**config.mk**
```make
export PLATFORM = sky130hd
export DESIGN_NAME = seg_display_arbiter
export DESIGN_NICKNAME = d
export VERILOG_FILES = /design/src/rtl/seg_pkg.sv /design/src/rtl/seg_hex_decode.sv /design/src/rtl/seg_display_arbiter.sv
export SDC_FILE = /design/constraint.sdc
export NUM_CORES = 1
export LEC_CHECK = 0
export CAP_MARGIN = 20
export CORE_MARGIN = 2
export CORE_UTILIZATION = 30
export CTS_BUF_LIST = sky130_fd_sc_hd__clkbuf_8 sky130_fd_sc_hd__clkbuf_16
export DETAILED_ROUTE_END_ITERATION = 8
export DONT_BUFFER_PORTS = 1
export PLACE_DENSITY = 0.51
export SETUP_SLACK_MARGIN = 0.15
export SYNTH_ARGS = -nofsm -noshare
export SYNTH_HDL_FRONTEND = slang
export SYNTH_SLANG_ARGS = --single-unit
```
**constraint.sdc**
```tcl
create_clock -name clk -period 8.2 [get_ports clk]
set_input_delay 2.46 -clock clk [delete_from_list [all_inputs] [get_ports clk]]
set_output_delay 2.46 -clock clk [all_outputs]
set_load 0.01 [all_outputs]
```
**src/rtl/seg_pkg.sv**
```systemverilog
// Shared constants, segment table and FSM state type for the seven-segment display arbiter.
package seg_pkg;

  localparam logic [6:0] SEG_BLANK = 7'h7F;
  localparam logic [3:0] AN_OFF    = 4'hF;

  // Active-low {g,f,e,d,c,b,a}; entry 15 first so SEG_TABLE[n] is the glyph for nibble n.
  localparam logic [15:0][6:0] SEG_TABLE = {
    7'b0001110, 7'b0000110, 7'b0100001, 7'b0100111,
    7'b0000011, 7'b0001000, 7'b0010000, 7'b0000000,
    7'b1111000, 7'b0000010, 7'b0010010, 7'b0011001,
    7'b0110000, 7'b0100100, 7'b1111001, 7'b1000000
  };

  typedef enum logic {IDLE, HOLD} state_e;

endpackage

```
**src/rtl/seg_hex_decode.sv**
```systemverilog
// Combinational hex nibble to active-low seven-segment pattern.
module seg_hex_decode
  import seg_pkg::*;
(
  input  logic [3:0] nibble,
  output logic [6:0] seg
);

  assign seg = SEG_TABLE[nibble];

endmodule

```
**src/rtl/seg_display_arbiter.sv**
```systemverilog
// Two-requester arbiter for the 4-digit seven-segment display with frame-based hold and scan.
// Optional: define SEG_LEADING_ZERO_BLANK_EN to switch off leading zero digits (digit 0 always shown).
module seg_display_arbiter
  import seg_pkg::*;
#(
  parameter int unsigned CLK_DIV     = 100000,
  parameter int unsigned HOLD_FRAMES = 4
) (
  input  logic        clk,
  input  logic        rst,
  input  logic        src0_valid,
  input  logic [15:0] src0_data,
  output logic        src0_ready,
  input  logic        src1_valid,
  input  logic [15:0] src1_data,
  output logic        src1_ready,
  output logic        last_src,
  output logic        busy,
  output logic [3:0]  ano,
  output logic [6:0]  leds,
  output logic        dot
);

  localparam int unsigned PW = $clog2(CLK_DIV);
  localparam int unsigned HW = (HOLD_FRAMES > 1) ? $clog2(HOLD_FRAMES) : 1;

  logic [PW-1:0] presc_q;
  logic [1:0]    idx_q;
  logic          scan_on_q;
  logic          tick;
  logic          frame_end;

  state_e        state_q, state_d;
  logic [HW-1:0] hold_q, hold_d;
  logic [15:0]   latch_q, latch_d;
  logic          last_q, last_d;
  logic          grant;

  assign tick      = (presc_q == PW'(CLK_DIV - 1));
  assign frame_end = tick && scan_on_q && (idx_q == 2'd3);

  // The first tick only enables scanning; later ticks advance the digit.
  always_ff @(posedge clk) begin
    if (rst) begin
      presc_q   <= '0;
      idx_q     <= 2'd0;
      scan_on_q <= 1'b0;
    end else begin
      presc_q <= tick ? '0 : presc_q + 1'b1;
      if (tick) begin
        if (scan_on_q) idx_q <= idx_q + 2'd1;
        scan_on_q <= 1'b1;
      end
    end
  end

  // Round-robin on contention: favour the source that did not win last time.
  assign grant      = src1_valid && (!src0_valid || !last_q);
  assign src0_ready = (state_q == IDLE) && src0_valid && !grant;
  assign src1_ready = (state_q == IDLE) && grant;

  always_comb begin
    state_d = state_q;
    hold_d  = hold_q;
    latch_d = latch_q;
    last_d  = last_q;
    unique case (state_q)
      IDLE: begin
        if (src0_ready || src1_ready) begin
          state_d = HOLD;
          hold_d  = '0;
          latch_d = grant ? src1_data : src0_data;
          last_d  = grant;
        end
      end
      HOLD: begin
        if (frame_end) begin
          if (hold_q == HW'(HOLD_FRAMES - 1)) state_d = IDLE;
          else                                hold_d  = hold_q + 1'b1;
        end
      end
      default: state_d = IDLE;
    endcase
  end

  always_ff @(posedge clk) begin
    if (rst) begin
      state_q <= IDLE;
      hold_q  <= '0;
      latch_q <= 16'h0000;
      last_q  <= 1'b1;
    end else begin
      state_q <= state_d;
      hold_q  <= hold_d;
      latch_q <= latch_d;
      last_q  <= last_d;
    end
  end

  assign busy     = (state_q == HOLD);
  assign last_src = last_q;
  assign dot      = 1'b1;

  logic [3:0] nibble;
  logic [6:0] seg;

  assign nibble = latch_q[{idx_q, 2'b00} +: 4];

  seg_hex_decode u_hex_decode (
    .nibble (nibble),
    .seg    (seg)
  );

  always_comb begin
    ano  = AN_OFF;
    leds = SEG_BLANK;
    if (scan_on_q) begin
      ano  = ~(4'b0001 << idx_q);
      leds = seg;
`ifdef SEG_LEADING_ZERO_BLANK_EN
      case (idx_q)
        2'd1:    if (latch_q[15:4] == 12'h000) ano = AN_OFF;
        2'd2:    if (latch_q[15:8] == 8'h00) ano = AN_OFF;
        2'd3:    if (latch_q[15:12] == 4'h0) ano = AN_OFF;
        default: ;
      endcase
`endif
    end
  end

endmodule
```
# After elaboration in Yosys (flattened, before gate mapping)
# Memory sizes are Yosys's and may differ from the RTL's.
# Index checks and enable logic that the tools add are counted.
# W data, S select, Z words.
# classes
eq_ne	6
addsub	3
muxes	12
shift	2
n_reduce_logical	15
n_mul	0
div	0
magnitude_cmp	1
bitwise	2
# op_table
op	count
$add A17 B1 Y17 const B	1
$eq A17 B17 Y1 const B	1
$mux W16	1
$shiftx A16 B5 Y4	1
$mux W7	2
$logic_and A1 B1 Y1	6
$mux W2	3
$lt A4 B5 Y1 const B	1
$add A2 B1 Y2 const B	2
$eq A2 B2 Y1 const B	2
$mux W4	1
$ne A2 B2 Y1 const B	2
$not A4 Y4	1
$pmux W2 S2	1
$reduce_and A2 Y1	2
$shl A1 B2 Y4 const A	1
$logic_not A1 Y1	3
$mux W1	3
$reduce_and A3 Y1	1
$logic_or A1 B1 Y1	2
$ne A2 B1 Y1 const B	1
$pmux W1 S2	1
$reduce_or A2 Y1	1
$not A1 Y1	1
# word_totals
mem_bits_rw	0
memories	1
regBits	40
inputBits	36
mem_bits_ro	112
output_inout_bits	16
wordCells	49
latch_bits	0
# memory_table
memory	words	width	rd	rd_clocked_by_memory_dff	wr	line_no	rtl
(name not given)	16	7	1	0	0	seg_hex_decode.sv:9	assign seg = SEG_TABLE[nibble];

# Longest topological paths before layout
# Gate-level depths: netlist of run 1.
# logic_depth
ltp_word	8
depth_mapped	7
ltp_nobuf	6

# By module
# From an unflattened synthesis of run 1, not the netlist that was laid out.
# unflattened
cells_unflattened	259
hier_area_um2	2304.7
# modules_own_cells
module	cells_each	seq_area_each_um2	area_each_um2	instances
seg_display_arbiter	227	800.8	2064.5	1
seg_hex_decode	32	0.0	240.2	1

# Least setup slack after synthesis of run 1
# No wires, ideal clock.
# synth_path
path_kind	input-to-output
start	input port src1_valid
end	output port src1_ready
cell_stages	4
arrival_time_ps	3294
required_time_ps	5740
setup_slack_ps	2446
n_path_buf	2
path_cell_list	a21boi_0 > buf_2 > buf_4 > nor2b_1
# synth_via
elab_chain_len	2
# synth_rtl
item	line_no	rtl
start: declaration	seg_display_arbiter.sv:14	input logic src1_valid,
$logic_and A1 B1 Y1	seg_display_arbiter.sv:58	assign grant = src1_valid && (!src0_valid || !last_q);
$logic_and A1 B1 Y1	seg_display_arbiter.sv:60	assign src1_ready = (state_q == IDLE) && grant;
end: declaration	seg_display_arbiter.sv:16	output logic src1_ready,
# No other way between the ends.

# Worst setup path after layout of run 1
# Same ends and word-level chain as after synthesis.

==> metrics.md, run 1 <==
| Metric | Value |
|---|---|
| Result of the run | finished, final reports clean |
| I/O Pins | 52 |
| Proportion of layout cells with a drive suffix above 1 | 7.20% |
| DRC errors left | 0 |
| Layout overhead on the synthesized area | 6.76% |
| Flip-flop cell with the highest count after synthesis | sky130_fd_sc_hd__dfxtp_1 |
| Max-slew violation count | 0 |
| Routed vias/inst | 4.96 |
| Root cell of the clock tree | sky130_fd_sc_hd__clkbuf_8 |
| Antenna violations before repair | 0 |
| Y dimension of the die | 91.5 µm |
| Most used routing layer | met1 |
| Worst reg2reg path endpoint | hold_q[0] |
| Worst Setup SP | src1_valid |
| Global Route Usage Sum | 11.2% |
| Count of buffering cells on the critical path with inverters included | 0 |
| DP HPWL | 3400 µm |
| Antenna diode instance count | 0 |
| Number of buffers on the longest clock path | 2 |
| WP data arrival | 3010 ps |
| Overall via count from detail_route | 1731 |
| Antenna Violating Nets Remaining | 0 |
| RSZ-0062 raised after global routing | false |
| Final weighted congestion of routability-driven global placement | 0.731 |
| Starting Density | 31.3% |
| Maximum number of pins on one net before global-route repair | 37 |
| Setup Viol. Count Final | 0 |
| Hold Path Depth | 1 |
| VDD IR max | 69.7 µV |
| Worst Skew | 2.79 ps |
| Total congestion overflow after global routing | 0 |
| Min-Delay Path Class | reg -> reg |
| Horizontal die dimension | 91.5 µm |
| Num rows | 31 |
| H-tree lvl count | 2 |
| R2R Path Start | presc_q[0] |
| Critical path's largest stage delay | 280 ps |
| R2R cell count | 5 |
| Cells along the critical path | a21boi_2 > nor2b_1 |
| Met1 Track Usage GR | 15.8% |
| Clock slew seen by the registers of the worst setup and hold paths | 70 ps |
| Number of search-and-repair iterations in the first detailed-routing pass | 3 |
| Unique cell type count in the Yosys netlist | 47 |
| Power per standard cell area | 162 nW/µm² |
| Total CTS buffers | 5 |
| Synth async-reset ratio | 0% |
| Share of the clock period used by the worst path after layout | 66.8% |
| Register bit total from synthesis | 40 |
| Cell Area, Synth | 2290 µm² |
| Top achievable clock speed | 183 MHz |
| Final standard cell count with taps included and fillers excluded | 349 |
| Setup TNS | 0 ps |
| Clock latency reported for the late side of the worst-skew pair | 280 ps |
| Floorplan core area | 7330 µm² |
| First-pass GRT wire length | 7600 µm |
| Crit start category | primary input |
| Hold Worst Slack | 467 ps |
| Count of flip-flops with a built-in enable after synthesis | 0 |
| Leakage | 0.881 nW |
| Post-CTS Repair Setup Buffers | 0 |
| Post-layout utilization of the core | 33.4% |
| Source of the worst hold timing path | presc_q[0] |
| Final period demand of the worst path | 5470 ps |
| GR Layer Usage met2 | 15.7% |
| Maximum fanout count along the critical path | 5 |
| WL per Instance | 13.2 µm |
| CTS tree | done |
| Wire length after detailed routing | 4610 µm |
| Synthesis warning total | 0 |
| Sink of the worst hold path | presc_q[0] |
| Number of buffers added on ports | 0 |
| Category of cells accounting for the largest share of critical-path delay | compound AO/OA/AOI/OAI gates |
| Placed inst area | 2340 µm² |
| Part of the Yosys area used for sequential elements | 34.9% |
| Mean post-synth cell area | 8.96 µm² |
| Syn Nets | 304 |
| Number of buffers inserted for hold repair after clock tree synthesis | 0 |
| Data required time of the worst path | 5740 ps |
| # nets final | 297 |
| Final design area excluding fillers | 2450 µm² |
| Max-cap viol count | 0 |
| Post-cts resize count | 0 |
| Iteration-0 DRC count of the detailed router | 60 |
| Logic depth of the worst path, buffers included | 2 |
| Via count of the first global-routing pass | 1541 |
| Slowest stage cell on the critical path | sky130_fd_sc_hd__a21boi_2 |
| Cell count after synthesis | 256 |
| Setup slack of the most critical reg-to-reg path | 6260 ps |
| Total count of hold-check failures in the final report | 0 |
| Kind of critical path | in -> out |
| Kind of end point of the critical path | primary output |
| GR met3 Demand/Resource | 3.73% |
| Die area | 8360 µm² |
| Clock sinks | 40 |
| Cell count after placement | 340 |
| Highest-count cells in the layout ignoring fill and taps | sky130_fd_sc_hd__nor2_1 (40), sky130_fd_sc_hd__dfxtp_1 (40), sky130_fd_sc_hd__a211oi_1 (19), sky130_fd_sc_hd__mux2i_1 (18), sky130_fd_sc_hd__nand2_1 (15) |
==> cells by family after synthesis <==
group                    after synthesis  share of synthesized area [%]
flip-flops                            40                           34.9
AO/OA/AOI/OAI                         37                           11.5
adder cells (fa/ha/maj)               12                           6.54
other                                  1                          0.163
AND/OR/NAND/NOR                      108                           24.6
multiplexers                          23                           12.6
buffers and inverters                 22                           4.80
XOR/XNOR                              13                           4.96
==> report_power, final <==
part,switching [mW],internal (mW)
combinational,0.0298,0.0235
sequential,0.00753,0.205
clock,0.0651,0.0662
==> cell usage after synthesis (3+ instances only) <==
| library cell | number | area [µm²] |
|---|---|---|
| sky130_fd_sc_hd__nor2_1 | 41 | 154 |
| sky130_fd_sc_hd__dfxtp_1 | 40 | 801 |
| sky130_fd_sc_hd__a211oi_1 | 19 | 143 |
| sky130_fd_sc_hd__mux2i_1 | 18 | 180 |
| sky130_fd_sc_hd__nand2_1 | 15 | 56.3 |
| sky130_fd_sc_hd__ha_1 | 12 | 150 |
| sky130_fd_sc_hd__nand3_1 | 9 | 45.0 |
| sky130_fd_sc_hd__clkbuf_1 | 8 | 30.0 |
| sky130_fd_sc_hd__xor2_1 | 8 | 70.1 |
| sky130_fd_sc_hd__a21oi_1 | 6 | 30.0 |
| sky130_fd_sc_hd__inv_1 | 6 | 22.5 |
| sky130_fd_sc_hd__nand4_1 | 6 | 37.5 |
| sky130_fd_sc_hd__xnor2_1 | 5 | 43.8 |
| sky130_fd_sc_hd__nand2b_1 | 4 | 25.0 |
| sky130_fd_sc_hd__nor3_1 | 4 | 20.0 |
| sky130_fd_sc_hd__nor4_1 | 4 | 25.0 |
| sky130_fd_sc_hd__and4_1 | 3 | 26.3 |
| sky130_fd_sc_hd__buf_2 | 3 | 15.0 |
| sky130_fd_sc_hd__nor3b_1 | 3 | 22.5 |
| sky130_fd_sc_hd__or3_1 | 3 | 18.8 |
==> state kept, by name, summed over array words and instances, names as in the netlist <==
name,cells
presc_q,17
scan_on_q,1
last_src,1
idx_q,2
hold_q,2
busy,1
latch_q,16
==> routing by layer <==
metal / vias up / wire length, µm
li1: 898 / -
met1: 795 / 2400
met2: 36 / 1930
met3: 2 / 241
met4: 0 / 35
met5: - / 0
==> stage by stage <==
step	power, mW	worst slack, ps
floorplan	0.263	2450
global placement	0.269	2100
detailed placement	0.270	2090
CTS	0.403	2080
global route	0.418	2690
finish	0.397	2730
==> final cells by class <==
cell class              instances  area, µm²
flip-flops and latches         40        801
clock buffers                   6       82.6
multi-input cells             194       1390
inverters                       6       22.5
well taps                      99        124
fillers                       788       4880
clock inverters                 2       7.51
repair buffers                  2       22.5
==> worst max path at each step <==
stage	to
after floorplan	src1_ready
after global placement	src1_ready
after detailed placement	src1_ready
after CTS	src1_ready
after global routing	src1_ready
final	src1_ready
(Power assumes the default switching activity.)
==> inputs of run 2 (changes only) <==
--- a/config.mk
+++ b/config.mk
@@ -5,13 +5,14 @@
 export SDC_FILE = /design/constraint.sdc
 export NUM_CORES = 1
 export LEC_CHECK = 0
+export ABC_AREA = 1
 export CAP_MARGIN = 20
 export CORE_MARGIN = 2
 export CORE_UTILIZATION = 30
 export CTS_BUF_LIST = sky130_fd_sc_hd__clkbuf_8 sky130_fd_sc_hd__clkbuf_16
 export DETAILED_ROUTE_END_ITERATION = 8
 export DONT_BUFFER_PORTS = 1
-export PLACE_DENSITY = 0.51
+export PLACE_DENSITY = 0.52
 export SETUP_SLACK_MARGIN = 0.15
 export SYNTH_ARGS = -nofsm -noshare
 export SYNTH_HDL_FRONTEND = slang
==> constraint.sdc (replaced) <==
create_clock -name clk -period 4.55 [get_ports clk]
set_input_delay 1.365 -clock clk [delete_from_list [all_inputs] [get_ports clk]]
set_output_delay 1.365 -clock clk [all_outputs]
set_load 0.01 [all_outputs]
==> run 2 against run 1 <==
  * Clock skew rose by 4.2 ps
  * Sequential power rose by 82%
  * Wire length rose by 7.7%
  * Combinational power rose by 95%
  * Critical endpoint is now leds[6]
  * Largest cell class unchanged
  * Largest power group unchanged
==> metrics.md, run 2 <==
| Metric | Value |
|---|---|
| Worst max-slew margin expressed relative to the limit | 56.5% |
| Horizontal die dimension | 91.6 µm |
| Share of the synthesized area in the top cell type | 34.8% |
| Switching share of total power | 27.1% |
| CTS tree | done |
| Worst path setup slack after routing | 943 ps |
| # nets final | 369 |
| Cell Area, Synth | 2300 µm² |
| First-pass GRT wire length | 8570 µm |
| Share of synthesized cell area in full adder, half adder and majority cells | 6.53% |
| DP HPWL | 3690 µm |
| Leading area contributor after synthesis | sky130_fd_sc_hd__dfxtp_1 |
| Mux share of post-synthesis cell area | 0% |
| Reg with most FFs | presc_q |
| Post-Place Setup Slack | 945 ps |
| Most common cell in the netlist | sky130_fd_sc_hd__nand2_1 |
| Largest family of logic cells by synthesized area | simple AND/OR/NAND/NOR gates |
| Antenna diode instance count | 0 |
| WL per Instance | 11.8 µm |
| Part of the Yosys area used for sequential elements | 34.8% |
| Antenna violations before repair | 0 |
| Num rows | 31 |
| Total congestion overflow after global routing | 0 |
| Kind of end point of the critical path | primary output |
| Proportion of layout cells with a drive suffix above 1 | 11.8% |
| Power share of the combinational group | 13.4% |
| Post-cts resize count | 0 |
| Top achievable clock speed | 277 MHz |
| Post-synth top cells | sky130_fd_sc_hd__nand2_1 (81), sky130_fd_sc_hd__dfxtp_1 (40), sky130_fd_sc_hd__nor2_1 (31), sky130_fd_sc_hd__inv_1 (25), sky130_fd_sc_hd__o21ai_0 (25) |
| Slew at the pin closest to its max-slew limit | 653 ps |
| Cell count after synthesis | 326 |
| Data required time of the worst path | 3180 ps |
| Syn Nets | 374 |
| Antenna Violating Nets Remaining | 0 |
| Global Route Usage Sum | 12.2% |
| Root cell of the clock tree | sky130_fd_sc_hd__clkbuf_8 |
| Iteration-0 DRC count of the detailed router | 95 |
| Maximum number of pins on one net before global-route repair | 34 |
| Leakage | 1.01 nW |
| Share of power burned in registers | 49.4% |
| Flip-flop cell with the highest count after synthesis | sky130_fd_sc_hd__dfxtp_1 |
| Wire length after detailed routing | 4960 µm |
| Clk network pwr share | 37.2% |
| Highest-count cells in the layout ignoring fill and taps | sky130_fd_sc_hd__nand2_1 (81), sky130_fd_sc_hd__dfxtp_1 (40), sky130_fd_sc_hd__nor2_1 (31), sky130_fd_sc_hd__inv_1 (25), sky130_fd_sc_hd__o21ai_0 (25) |
| Y dimension of the die | 91.6 µm |
| Number of buffers inserted for hold repair after clock tree synthesis | 0 |
| Via count of the first global-routing pass | 1815 |
| Top post-synthesis cells by area | sky130_fd_sc_hd__dfxtp_1 (35%), sky130_fd_sc_hd__nand2_1 (13%), sky130_fd_sc_hd__ha_1 (6.5%), sky130_fd_sc_hd__o21ai_0 (5.4%), sky130_fd_sc_hd__nor2_1 (5.1%) |
| I/O Pins | 52 |
| Setup Viol. Count Final | 0 |
| Total count of hold-check failures in the final report | 0 |
| Synth async-reset ratio | 0% |
| Count of flip-flops with a built-in enable after synthesis | 0 |
| Overall via count from detail_route | 2002 |
| Power per standard cell area | 317 nW/µm² |
| RSZ-0062 raised after global routing | false |
| Total Power | 0.781 mW |
| Min-Delay Path Class | reg -> reg |
| Unique cell type count in the Yosys netlist | 34 |
| Clock sinks | 40 |
| DRC errors left | 0 |
| Clock latency reported for the late side of the worst-skew pair | 290 ps |
| Layout overhead on the synthesized area | 7.18% |
| WP data arrival | 2240 ps |
| Regs by FF count | presc_q: 17 flops, latch_q: 16 flops |
| Final period demand of the worst path | 3610 ps |
| Post-CTS Repair Setup Buffers | 0 |
| Result of the run | finished, final reports clean |
| Starting Density | 31.4% |
| H-tree lvl count | 2 |
| Floorplan core area | 7330 µm² |
| Mean post-synth cell area | 7.06 µm² |
| Register bit total from synthesis | 40 |
| Most common cell after layout, fill and taps aside | sky130_fd_sc_hd__nand2_1 |
| Synthesis warning total | 0 |
| Fraction of synthesized cell area in xor and xnor cells | 1.90% |
| Share of the clock period used by the worst path after layout | 79.3% |
| Kind of critical path | reg -> out |
| Clock slew seen by the registers of the worst setup and hold paths | 80 ps |
| Net switching component of the power | 0.212 mW |
| Max-cap viol count | 0 |
| Final weighted congestion of routability-driven global placement | 0.850 |
| Worst Skew | 6.98 ps |
| Number of buffers added on ports | 0 |
| Crit start category | register |
| Flip-flop count of the largest register, all copies and words added | 17 |
| Number of search-and-repair iterations in the first detailed-routing pass | 5 |
| Setup TNS | 0 ps |
| Routed vias/inst | 4.76 |
| Compound-Gate Fraction of Synth Area | 16.2% |
| Internal power consumption | 0.569 mW |
| VDD IR max | 136 µV |
| Total CTS buffers | 5 |
| Area fraction in and, or, nand and nor cells after synthesis | 32.2% |
| Max-slew violation count | 0 |
| Die area | 8390 µm² |
| Number of buffers on the longest clock path | 2 |
| Maximum fanout count along the critical path | 12 |
## run 2: cell types whose count changed after synthesis, moves of 16 or more
cell,change
sky130_fd_sc_hd__a211oi_1,-18
sky130_fd_sc_hd__a31oi_1,+16
sky130_fd_sc_hd__inv_1,+19
sky130_fd_sc_hd__mux2i_1,-18
sky130_fd_sc_hd__nand2_1,+66
sky130_fd_sc_hd__o21ai_0,+23
## run 2: final timing paths
check	slack (ps)	endpoint	cells after the start	startpoint
setup / recovery	940	leds[6]	9	idx_q[0]
hold / removal	470	presc_q[0]	1	presc_q[0]
setup reg to reg	2470	hold_q[1]	9	last_src
hold reg to reg	470	presc_q[0]	1	presc_q[0]
## run 2: layout make-up
class / count / area, µm²
well taps: 99 / 124
multi-input cells: 243 / 1310
inverters: 31 / 119
fillers: 790 / 4860
clock buffers: 5 / 68.8
clock inverters: 3 / 42.5
flip-flops and latches: 40 / 801
## run 2: layer usage
| metal | track usage [%] | wire [µm] | up-vias |
|---|---|---|---|
| li1 | - | - | 1057 |
| met2 | 19.7 | 2180 | 65 |
| met4 | 2.65 | 50 | 0 |
| met1 | 16.6 | 2440 | 873 |
| met5 | 0 | 0 | - |
| met3 | 2.74 | 290 | 7 |
## run 2: logic make-up (layout without fill, tap and decap cells)
family / after synthesis / count (layout)
AOI/OAI and AO/OA: 65 / 65
and+or+nand+nor: 160 / 160
xor gates and xnor gates: 5 / 5
buffers and inverters: 43 / 39
DFF: 40 / 40
adders and majority gates: 12 / 12
other: 1 / 1
## run 2: worst max-delay path, cell delays in order (launching register included)
cell and delay (ps):
sky130_fd_sc_hd__dfxtp_1 620, sky130_fd_sc_hd__a21oi_1 120, sky130_fd_sc_hd__o21ai_0 110, sky130_fd_sc_hd__nand2_1 220, sky130_fd_sc_hd__inv_1 130, sky130_fd_sc_hd__ha_1 170, sky130_fd_sc_hd__inv_1 40, sky130_fd_sc_hd__nor2_1 160
sky130_fd_sc_hd__a21oi_1 60, sky130_fd_sc_hd__o21ai_0 340
## run 2: through the flow
stage	instances	utilization, %	hold WS (ps)	cell area, µm²
finish	421	33.6	466	2470
global route	421	33.6	504	2470
CTS	421	33.6	467	2470
detailed placement	413	32.1	453	2350
global placement	413	32.1	441	2350
floorplan	326	-	429	2300
## run 2: power by group through the flow
| stage | combinational [mW] | clock, mW | sequential [mW] |
|---|---|---|---|
| 2_1_floorplan | 0.0921 | 0 | 0.390 |
| 3_3_place_gp | 0.104 | 0 | 0.395 |
| 3_5_place_dp | 0.104 | 0 | 0.394 |
| 4_1_cts | 0.105 | 0.305 | 0.386 |
| 5_1_grt | 0.123 | 0.317 | 0.389 |
| 6_report | 0.104 | 0.291 | 0.386 |
==> inputs of run 3 (changes only) <==
--- a/config.mk
+++ b/config.mk
@@ -12,7 +12,7 @@
 export CTS_BUF_LIST = sky130_fd_sc_hd__clkbuf_8 sky130_fd_sc_hd__clkbuf_16
 export DETAILED_ROUTE_END_ITERATION = 8
 export DONT_BUFFER_PORTS = 1
-export PLACE_DENSITY = 0.52
+export PLACE_DENSITY = 0.51
 export SETUP_SLACK_MARGIN = 0.15
 export SYNTH_ARGS = -nofsm -noshare
 export SYNTH_HDL_FRONTEND = slang
==> constraint.sdc (replaced) <==
create_clock -name clk -period 3.55 [get_ports clk]
set_input_delay 1.065 -clock clk [delete_from_list [all_inputs] [get_ports clk]]
set_output_delay 1.065 -clock clk [all_outputs]
set_load 0.01 [all_outputs]
==> run 3 against run 2 <==
  * Die area did not move
  * Via count fell by 1.0%
  * Clock power rose by 36%
  * First-iteration DRC count fell by 41%
  * Final area rose by 0.76%
  * Combinational power rose by 30%
  * Cell count rose by 0.24%
  * Critical endpoint unchanged
  * Largest power group unchanged
==> metrics.md, run 3 (synthesis gave the netlist of run 2 again) <==
| Metric | Value |
|---|---|
| Final period demand of the worst path | 3120 ps |
| Total count of hold-check failures in the final report | 0 |
| Worst Setup SP | idx_q[1] |
| Switching share of total power | 26.7% |
| Worst max-slew margin expressed relative to the limit | 62.8% |
| Hold Worst Slack | 466 ps |
| Num rows | 31 |
| Top achievable clock speed | 321 MHz |
| Total CTS buffers | 5 |
| Source of the worst hold timing path | presc_q[0] |
| Antenna violations before repair | 0 |
| Y dimension of the die | 91.6 µm |
| Regs by FF count | presc_q: 17 flops, latch_q: 16 flops |
| Antenna Violating Nets Remaining | 0 |
| H-tree lvl count | 2 |
| Post-CTS Repair Setup Buffers | 0 |
| Min-Delay Path Class | reg -> reg |
| Horizontal die dimension | 91.6 µm |
| Worst Skew | 8.14 ps |
| Cell count after placement | 414 |
| Internal power consumption | 0.753 mW |
| Final design area excluding fillers | 2480 µm² |
| Result of the run | finished, final reports clean |
| CTS tree | done |
| Setup slack of the most critical reg-to-reg path | 1960 ps |
| Flip-flop count of the largest register, all copies and words added | 17 |
| Worst path setup slack after routing | 432 ps |
| Layout overhead on the synthesized area | 7.99% |
| Proportion of layout cells with a drive suffix above 1 | 12.4% |
| Final weighted congestion of routability-driven global placement | 0.744 |
| Iteration-0 DRC count of the detailed router | 56 |
| VDD IR max | 202 µV |
| Routed vias/inst | 4.70 |
| Overall via count from detail_route | 1982 |
| R2R Path Start | presc_q[0] |
| Slew at the pin closest to its max-slew limit | 557 ps |
| Share of the clock period used by the worst path after layout | 87.8% |
| Post-Place Setup Slack | 579 ps |
| Fill count | 806 |
| Net switching component of the power | 0.275 mW |
| I/O Pins | 52 |
| Clk network pwr share | 38.5% |
| Starting Density | 31.4% |
| Root cell of the clock tree | sky130_fd_sc_hd__clkbuf_8 |
| Final standard cell count with taps included and fillers excluded | 422 |
| Number of buffers inserted for hold repair after clock tree synthesis | 0 |
| Kind of critical path | reg -> out |
| Reg with most FFs | presc_q |
| Leakage | 1.03 nW |
| First-pass GRT wire length | 8830 µm |
| Number of search-and-repair iterations in the first detailed-routing pass | 4 |
| Total Power | 1.03 mW |
| Total congestion overflow after global routing | 0 |
| Crit start category | register |
| DRC errors left | 0 |
| Most common cell after layout, fill and taps aside | sky130_fd_sc_hd__nand2_1 |
| Post-cts resize count | 0 |
| Max-slew violation count | 0 |
| WP data arrival | 2050 ps |
| Post-layout utilization of the core | 33.9% |
| Antenna diode instance count | 0 |
| Setup Viol. Count Final | 0 |
| DP HPWL | 3860 µm |
| Floorplan core area | 7330 µm² |
| WL per Instance | 12.1 µm |
| Placed inst area | 2360 µm² |
| Clock latency reported for the late side of the worst-skew pair | 290 ps |
| Via count of the first global-routing pass | 1860 |
| Wire length after detailed routing | 5120 µm |
| Data required time of the worst path | 2480 ps |
| Maximum fanout count along the critical path | 8 |
| Maximum number of pins on one net before global-route repair | 34 |
| Global Route Usage Sum | 12.9% |
| Power per standard cell area | 414 nW/µm² |
| Highest-count cells in the layout ignoring fill and taps | sky130_fd_sc_hd__nand2_1 (81), sky130_fd_sc_hd__dfxtp_1 (39), sky130_fd_sc_hd__nor2_1 (31), sky130_fd_sc_hd__inv_1 (25), sky130_fd_sc_hd__o21ai_0 (24) |
| Share of power burned in registers | 48.4% |
| Power share of the combinational group | 13.2% |
| # nets final | 370 |
| Max-cap viol count | 0 |
| Die area | 8390 µm² |
| Setup TNS | 0 ps |
| Clock slew seen by the registers of the worst setup and hold paths | 80 ps |
| Clock sinks | 40 |
| Number of buffers added on ports | 0 |
| Kind of end point of the critical path | primary output |
| Number of buffers on the longest clock path | 2 |
| RSZ-0062 raised after global routing | false |
-- run 3: cell count changes in the layout (fill, tap and decap cells not counted), sizes merged --
cell	before	now
buf	0	1
clkbuf	5	6
clkinvlp	1	0
-- run 3: path summary, 6_finish.rpt --
| check | end | cells past startpoint |
|---|---|---|
| worst min register to register | presc_q[0] | 1 |
| worst min-delay path | presc_q[0] | 1 |
| worst max-delay path | leds[6] | 9 |
| worst max register to register | presc_q[16] | 8 |
-- run 3: critical path: stages, from the launching register on --
cell and delay [ps]:
sky130_fd_sc_hd__dfxtp_1 490, sky130_fd_sc_hd__inv_2 120, sky130_fd_sc_hd__nand3_1 100, sky130_fd_sc_hd__nand2_1 160, sky130_fd_sc_hd__inv_1 170, sky130_fd_sc_hd__ha_1 180, sky130_fd_sc_hd__inv_1 50, sky130_fd_sc_hd__nor2_1 150
sky130_fd_sc_hd__a21oi_1 60, sky130_fd_sc_hd__o21ai_1 280
-- run 3: final cells by class --
| class | instances | area, µm² | share of cell area [%] |
|---|---|---|---|
| inverters | 31 | 119 | 4.78 |
| multi-input cells | 243 | 1310 | 52.8 |
| clock buffers | 6 | 82.6 | 3.32 |
| repair buffers | 1 | 7.51 | 0.302 |
| well taps | 99 | 124 | 4.98 |
| clock inverters | 2 | 38.8 | 1.56 |
| flip-flops and latches | 40 | 802 | 32.3 |
-- run 3: power groups by stage --
stage | clock network (mW) | registers [mW] | logic [mW]
2_1_floorplan | 0 | 0.500 | 0.118
4_1_cts | 0.406 | 0.497 | 0.137
3_3_place_gp | 0 | 0.508 | 0.135
5_1_grt | 0.427 | 0.500 | 0.160
6_report | 0.395 | 0.497 | 0.135
3_5_place_dp | 0 | 0.507 | 0.136
-- run 3: per-layer routing --
| layer | global-route usage [%] | routed length, µm | vias up |
|---|---|---|---|
| li1 | - | - | 1059 |
| met3 | 2.99 | 270 | 4 |
| met4 | 3.79 | 52 | 0 |
| met1 | 18.9 | 2670 | 864 |
| met5 | 0 | 0 | - |
| met2 | 18.4 | 2120 | 55 |
